==> config.mk <==
export PLATFORM = sky130hd
export DESIGN_NAME = bsg_fsb_channel_mux
export DESIGN_NICKNAME = d
export VERILOG_FILES = /design/src/rtl/bsg_fsb_channel_mux.sv
export SDC_FILE = /design/constraint.sdc
export NUM_CORES = 2
export LEC_CHECK = 0
export BUFFER_PORTS_ARGS = -buffer_cell sky130_fd_sc_hd__buf_4
export CORE_ASPECT_RATIO = 1.25
export CORE_UTILIZATION = 40
export CTS_BUF_LIST = sky130_fd_sc_hd__clkbuf_4
export CTS_CLUSTER_DIAMETER = 150
export DETAILED_ROUTE_END_ITERATION = 12
export PLACE_DENSITY = 0.59
export SLEW_MARGIN = 15
export SYNTH_ARGS = -nofsm -noshare
export SYNTH_HDL_FRONTEND = slang
export SYNTH_SLANG_ARGS = --single-unit
==> constraint.sdc <==
create_clock -name clk_i -period 4.3 [get_ports clk_i]
set_clock_uncertainty 0.2 [all_clocks]
set_input_delay 0.86 -clock clk_i [delete_from_list [all_inputs] [get_ports clk_i]]
set_output_delay 0.86 -clock clk_i [all_outputs]
set_load 0.01 [all_outputs]
==> src/rtl/bsg_fsb_channel_mux.sv <==
// FSB client node tunnelling num_chan_p valid/yumi channels with per-channel credits.
// Optional idle credit flush: define BSG_FSB_CHANNEL_MUX_CREDIT_FLUSH_EN.
module bsg_fsb_channel_mux #(
    parameter int num_chan_p       = 2,
    parameter int width_p          = 64,
    parameter int remote_credits_p = 16,
    parameter int credit_batch_p   = 4,
    parameter int dest_id_p        = 0
) (
    input  logic                          clk_i,
    input  logic                          reset_i,
    input  logic                          fsb_node_v_i,
    input  logic [79:0]                   fsb_node_data_i,
    output logic                          fsb_node_yumi_o,
    output logic                          fsb_node_v_o,
    output logic [79:0]                   fsb_node_data_o,
    input  logic                          fsb_node_yumi_i,
    input  logic [num_chan_p-1:0]         v_i,
    input  logic [num_chan_p*width_p-1:0] data_i,
    output logic [num_chan_p-1:0]         yumi_o,
    output logic [num_chan_p-1:0]         v_o,
    output logic [num_chan_p*width_p-1:0] data_o,
    input  logic [num_chan_p-1:0]         yumi_i,
    output logic                          error_o
);
    localparam int tag_w  = (num_chan_p > 1) ? $clog2(num_chan_p) : 1;
    localparam int cw     = $clog2(remote_credits_p + 1);
    localparam int pw     = (remote_credits_p > 1) ? $clog2(remote_credits_p) : 1;
    localparam int flag_b = width_p + tag_w;

    function automatic logic [79:0] mk_pkt(input logic flag, input logic [tag_w-1:0] tag,
                                           input logic [width_p-1:0] data);
        logic [74:0] pl;
        pl                   = '0;
        pl[width_p-1:0]      = data;
        pl[width_p +: tag_w] = tag;
        pl[flag_b]           = flag;
        return {4'(dest_id_p), 1'b0, pl};
    endfunction

    function automatic int rr_idx(input logic [tag_w-1:0] base, input int k);
        int s;
        s = int'(base) + k;
        if (s >= num_chan_p) s = s - num_chan_p;
        return s;
    endfunction

    function automatic logic [pw-1:0] ptr_inc(input logic [pw-1:0] p);
        return (32'(p) == 32'(remote_credits_p - 1)) ? '0 : p + 1'b1;
    endfunction

    // receive decode
    logic              rx_cmd, rx_flag, rx_bad_tag, rx_ok;
    logic [tag_w-1:0]  rx_tag;
    logic [31:0]       rx_tag32;
    logic [cw-1:0]     rx_cnt;
    logic              unused_rx;

    assign rx_cmd          = fsb_node_data_i[75];
    assign rx_flag         = fsb_node_data_i[flag_b];
    assign rx_tag          = fsb_node_data_i[width_p +: tag_w];
    assign rx_tag32        = 32'(rx_tag);
    assign rx_cnt          = fsb_node_data_i[cw-1:0];
    assign rx_bad_tag      = fsb_node_v_i & ~rx_cmd & (rx_tag32 >= 32'(num_chan_p));
    assign rx_ok           = fsb_node_v_i & ~rx_cmd & ~rx_bad_tag;
    assign fsb_node_yumi_o = fsb_node_v_i;
    assign unused_rx       = ^fsb_node_data_i;

    logic [num_chan_p-1:0]         push, push_full, pop, elig, creq, credit_ovf, credit_send;
    logic [num_chan_p-1:0][cw-1:0] pend_vec;

    for (genvar i = 0; i < num_chan_p; i++) begin : g_chan
        logic [cw-1:0]      credit_q, credit_d, pending_q, pending_d, cnt_q, cnt_d;
        logic [pw-1:0]      rd_q, wr_q;
        logic [width_p-1:0] mem_q [remote_credits_p];
        logic [cw:0]        csum;
        logic               hit, add, full;

        assign hit  = rx_ok & (rx_tag32 == 32'(i));
        assign add  = hit & rx_flag;
        assign full = (cnt_q == cw'(remote_credits_p));

        assign push[i]      = hit & ~rx_flag & ~full;
        assign push_full[i] = hit & ~rx_flag & full;
        assign v_o[i]       = (cnt_q != '0);
        assign pop[i]       = yumi_i[i] & v_o[i];
        assign data_o[i*width_p +: width_p] = mem_q[rd_q];
        assign elig[i]      = v_i[i] & (credit_q != '0);
        assign pend_vec[i]  = pending_q;

        // saturate the incoming credit first, then charge this cycle's send
        assign csum          = {1'b0, credit_q} + (add ? {1'b0, rx_cnt} : '0);
        assign credit_ovf[i] = (csum > (cw+1)'(remote_credits_p));
        assign credit_d      = (credit_ovf[i] ? cw'(remote_credits_p) : csum[cw-1:0])
                               - cw'(yumi_o[i]);
        assign pending_d     = credit_send[i] ? cw'(pop[i]) : pending_q + cw'(pop[i]);
        assign cnt_d         = cnt_q + cw'(push[i]) - cw'(pop[i]);

`ifdef BSG_FSB_CHANNEL_MUX_CREDIT_FLUSH_EN
        logic [3:0] idle_q;
        logic       idle_cond;
        assign idle_cond = ~v_o[i] & (pending_q != '0) & (pending_q < cw'(credit_batch_p));
        assign creq[i]   = (pending_q >= cw'(credit_batch_p)) | (idle_cond & (idle_q == 4'hF));

        always_ff @(posedge clk_i or posedge reset_i) begin
            if (reset_i)                                            idle_q <= '0;
            else if (push[i] | pop[i] | credit_send[i] | ~idle_cond) idle_q <= '0;
            else if (idle_q != 4'hF)                                idle_q <= idle_q + 4'd1;
        end
`else
        assign creq[i] = (pending_q >= cw'(credit_batch_p));
`endif

        always_ff @(posedge clk_i or posedge reset_i) begin
            if (reset_i) begin
                credit_q  <= cw'(remote_credits_p);
                pending_q <= '0;
                cnt_q     <= '0;
                rd_q      <= '0;
                wr_q      <= '0;
            end else begin
                credit_q  <= credit_d;
                pending_q <= pending_d;
                cnt_q     <= cnt_d;
                if (push[i]) wr_q <= ptr_inc(wr_q);
                if (pop[i])  rd_q <= ptr_inc(rd_q);
            end
        end

        always_ff @(posedge clk_i) begin
            if (push[i]) mem_q[wr_q] <= fsb_node_data_i[width_p-1:0];
        end
    end

    // output slot and arbitration
    logic             slot_v_q, slot_v_d, err_q, err_d, found;
    logic [79:0]      slot_data_q, slot_data_d;
    logic [tag_w-1:0] rr_q, rr_d;

    always_comb begin
        slot_v_d    = slot_v_q;
        slot_data_d = slot_data_q;
        rr_d        = rr_q;
        yumi_o      = '0;
        credit_send = '0;
        found       = 1'b0;
        if (slot_v_q & fsb_node_yumi_i) slot_v_d = 1'b0;
        if (~slot_v_q | fsb_node_yumi_i) begin
            for (int i = 0; i < num_chan_p; i++) begin
                if (!found && creq[i]) begin
                    found          = 1'b1;
                    credit_send[i] = 1'b1;
                    slot_v_d       = 1'b1;
                    slot_data_d    = mk_pkt(1'b1, tag_w'(i), width_p'(pend_vec[i]));
                end
            end
            for (int k = 0; k < num_chan_p; k++) begin
                for (int j = 0; j < num_chan_p; j++) begin
                    if (!found && elig[j] && (j == rr_idx(rr_q, k))) begin
                        found       = 1'b1;
                        yumi_o[j]   = 1'b1;
                        slot_v_d    = 1'b1;
                        rr_d        = tag_w'(rr_idx(tag_w'(j), 1));
                        slot_data_d = mk_pkt(1'b0, tag_w'(j), data_i[j*width_p +: width_p]);
                    end
                end
            end
        end
    end

    assign err_d = err_q | rx_bad_tag | (|push_full) | (|credit_ovf);

    always_ff @(posedge clk_i or posedge reset_i) begin
        if (reset_i) begin
            slot_v_q    <= 1'b0;
            slot_data_q <= '0;
            rr_q        <= '0;
            err_q       <= 1'b0;
        end else begin
            slot_v_q    <= slot_v_d;
            slot_data_q <= slot_data_d;
            rr_q        <= rr_d;
            err_q       <= err_d;
        end
    end

    assign fsb_node_v_o    = slot_v_q;
    assign fsb_node_data_o = slot_data_q;
    assign error_o         = err_q;

endmodule

==> results summary <==
STA puts the critical path data arrival time at about 3500 ps. Yosys mapped a number of flops with a built-in enable equal to 2048. The via total after detailed routing is between 40000 and 50000.

The clock latency at the later pin of the worst-skew pair is 1340 ps. The share of layout cells above drive strength 1 came out at 45.6%. Counting both buffers and inverters, the worst setup path holds a total of 5.

The clock input transition at the sequential cells of the worst setup and hold paths is about 60 ps. For this design the total switching power over the nets is between 20 and 25 mW. Once the floorplan was initialized, standard cells occupied 40.3% of the core.

The die is approximately 410 µm wide. The maximum vdd drop came out at approximately 0.54 mV. The number of I/O port buffers is approximately 400.

The remaining global-route overflow came out at 0. The pin count of the biggest net entering global routing is 93. Dividing the final minimum period by the clock period gives 106%. The checks that failed: negative setup slack. By area the synthesized netlist is led by sky130_fd_sc_hd__edfxtp_1 73%, sky130_fd_sc_hd__mux4_2 14%, sky130_fd_sc_hd__dfrtp_1 3.3%.

The shortest period the worst path allows came out at ~4600 ps. CTS placed an instance of sky130_fd_sc_hd__clkbuf_4 at the clock tree root. The total area inside the core boundary comes to roughly 210000 µm². The total area of sequential cells came out at between 60000 and 70000 µm². The first detailed-routing pass took 8 iterations. The net count of the finished layout came out at 5540. The number of global-route vias before repair is a little under 50000. The number of max-cap violations came out at 0. STA classifies the critical path startpoint as a flip-flop. The worst setup path is of the flip-flop to output port kind. Dividing the detail-routed via count by the number of cells gives 5.39. Tracing the worst setup path back leads to its startpoint at g_chan[0].rd_q[0]$_DFFE_PP0P_. The actual transition at the worst max-transition pin is between 900 and 1000 ps. The multi-input combinational cell area is roughly 21000 µm². At the worst endpoint, the required time is approximately 3200 ps. By instance count, the cell type seen most on the critical path is sky130_fd_sc_hd__buf_12.

The number of DRC markers in iteration 0 came out at 3281. The number of hold violations in the final report came out at 0. In this run the remaining antenna-violating nets after routing total 0. The routed wire length per instance is approximately 26 µm.

The worst slew slack as a fraction of its limit is approximately a third. Hold is met by 176 ps. The overall die area came out at ~210000 µm². The biggest area contributor in the post-synthesis netlist is sky130_fd_sc_hd__edfxtp_1.

The first global-routing pass estimated roughly 320000 µm of wire. Setup repair after global routing could not meet its margin everywhere. The half-perimeter wire length after detailed placement came out at about 120000 µm. For this run, the number of Yosys warnings is 0. For this run, the slowest stage of the critical path takes ~500 ps.

The number of synthesized register bits came out at approximately 2200. The number of pins exceeding their max-slew limit in the final report is 0. By count the netlist is led by 2048 x sky130_fd_sc_hd__edfxtp_1, 512 x sky130_fd_sc_hd__mux4_2, 202 x sky130_fd_sc_hd__a21oi_1. The areal power density over the cells is about 640 nW/µm². The post-synthesis area per instance is 21.4 µm². In this run the most critical hold path is launched from fsb_node_data_i[65]. The number of H-tree branching levels is 6. The worst reg2reg path startpoint is g_chan[0].credit_q[2]$_DFF_PP0_. In the post-route analysis, the smallest setup slack over all paths is -262 ps. The die boundary height came out at approximately 520 µm. The initial antenna violation count is 14. The run finished, with violations left.

The static leakage came out at 36.2 nW. The kind of cell with the highest combined delay on the critical path is buffers and inverters. The area share of the largest cell type after synthesis is between 70% and 80%. The achievable clock frequency is about 220 MHz. The clock sink count came out at approximately 2200. In the synthesized netlist the async set-or-reset flop fraction comes to between 5 and 6%. The number of rows created at floorplan is around 190. By instance count, the leading cell after synthesis is sky130_fd_sc_hd__edfxtp_1. The worst-case setup slack after placement came out at approximately 150 ps. At the end of routability-driven placement, the weighted congestion stood at about 0.75.

Counting the buffers created by CTS gives between 500 and 600. The non-filler instance count after layout is ~8400. The maximum number of buffers from clock root to sink is 4. The count of unresolved DRC violations after routing came out at 0. The internal portion of total power is 46.8 mW. STA classifies the critical path endpoint as an output port. The switching power share of the total is about a third. Counting tap cells, the placed design contains a total of between 7000 and 8000 instances.

The sequential power share is between 30 and 40%. The path class of the tightest hold or removal check is primary input to flip-flop. Global routing used between 20% and 30% of the available tracks across all layers. The cell type of the slowest stage on the worst timing path is sky130_fd_sc_hd__mux4_2. The I/O pin count came out at 431. The largest driver fanout on the critical path came out at 8. The portion of the post-synthesis area used by sequential elements came out at 76.2%. The post-synthesis cell area is ~84000 µm². The area growth from synthesis to layout is 26.8%. The routed wire length is 216000 µm. Fill cells in the final layout number between 15000 and 20000. Traced cell by cell, the critical path runs through buf_12 -> buf_16 -> buf_12 -> mux4_2 -> nor2b_4 -> a211oi_2 -> a21oi_1 -> buf_4 -> buf_6.

The post-synthesis instance total is about 3900. Of the total power, the clock network draws around a quarter. The power share of the combinational group is roughly two fifths. The leading register cell type out of synthesis is sky130_fd_sc_hd__edfxtp_1. The final count of negative-setup-slack endpoints came out at roughly 130. TritonCTS built the clock tree. The number of different library cells used by synthesis comes to between 60 and 70.
[sequential cells by signal, indices dropped and copies added (netlist names)]
name              cells
g_chan.rd_q           8
g_chan.wr_q           8
rr_q                  1
g_chan.cnt_q         10
fsb_node_data_o      66
fsb_node_v_o          1
g_chan.mem_q       2048
error_o               1
g_chan.credit_q      10
g_chan.pending_q     10
[power groups by stage]
stage               clock [mW]  sequential [mW]  combinational, mW
finish                    16.8             24.4               27.2
global route              18.4             24.5               28.9
CTS                       17.3             24.4               26.3
detailed placement           0             25.1               19.7
global placement             0             25.0               19.7
floorplan                    0             24.7               12.5
[cells by family (layout without fill, tap and decap cells)]
kind of cell / count (synthesis) / count (layout) / synth area share (%)
AO/OA/AOI/OAI: 452 / 452 / 3.72
other: 1 / 21 / 0.00444
multiplexers: 651 / 651 / 15.3
adder cells (fa/ha/maj): 44 / 44 / 0.687
flip-flops: 2163 / 2163 / 76.2
XOR/XNOR: 26 / 26 / 0.270
AND/OR/NAND/NOR: 326 / 326 / 2.16
buffers and inverters: 280 / 1943 / 1.64
[worst min-delay path, delay by kind of cell]
kind	cells	cell delay [ps]
buf+inv	2	260
simple gates	3	470
xor+xnor	1	60
[layout by cell type (no fill, tap or decap), types with 76 or more instances in the layout]
cell                            netlist  final
sky130_fd_sc_hd__nor2_1              84     83
sky130_fd_sc_hd__dfrtp_1            113    102
sky130_fd_sc_hd__a21oi_1            202    109
sky130_fd_sc_hd__a21oi_2              0     76
sky130_fd_sc_hd__clkbuf_4             0    780
sky130_fd_sc_hd__a211oi_2             0     96
sky130_fd_sc_hd__buf_4               16    485
sky130_fd_sc_hd__edfxtp_1          2048   2048
sky130_fd_sc_hd__buf_12               9    158
sky130_fd_sc_hd__mux2i_1            131     88
sky130_fd_sc_hd__mux4_2             512    512
sky130_fd_sc_hd__dlygate4sd3_1        0    221
sky130_fd_sc_hd__clkinv_1             0     85
[stage by stage]
step	setup TNS, ps	power (mW)	utilization, %	instance area [µm²]
finish	-16900	68.4	51.0	107000
global route	-40880	71.8	51.0	107000
CTS	-41100	68.1	50.6	106000
detailed placement	0	44.8	44.3	92900
global placement	0	44.7	44.3	92900
floorplan	0	37.2	-	84500
[timing repair]
| item | 4_1_cts | 5_1_grt |
|---|---|---|
| gates cloned | 38 | 3 |
| endpoints found under the setup margin | 130 | 129 |
| pin swaps | 128 | 91 |
| hold buffers | 221 | 0 |
| hold endpoints to repair | 2263 | 0 |
| resized for setup | 538 | 183 |
| buffers inserted | 117 | 39 |
[cell type report]
class                   instances  area share, %
inverters                      39          0.139
diodes                          7         0.0164
multi-input cells            1513           19.6
repair buffers               1010           10.8
clock buffers                 780           5.47
flip-flops and latches       2163           60.1
clock inverters               114          0.656
well taps                    2755           3.22
[worst paths after layout]
check | endpoint | slack, ps | cells past startpoint
hold / removal | g_chan[0].wr_q[2]$_DFFE_PP0P_ | 180 | 6
hold reg to reg | fsb_node_data_o[57]$_DFFE_PP0P_ | 330 | 2
max in group asynchronous | g_chan[0].credit_q[4]$_DFF_PP1_ | 2360 | 5
setup / recovery | data_o[7] | -260 | 9
setup reg to reg | fsb_node_data_o[24]$_DFFE_PP0P_ | 220 | 10
min in group asynchronous | g_chan[0].wr_q[2]$_DFFE_PP0P_ | 570 | 4
[per-layer routing]
metal / vias up / GRT usage (%) / share of wire, %
met5: - / 0 / 0.023
met4: 8 / 5.78 / 2.0
met3: 333 / 4.39 / 6.2
met2: 1552 / 34.5 / 51
met1: 23900 / 26.2 / 41
li1: 19400 / - / -
No activity file was read; power rests on OpenSTA's default activity.
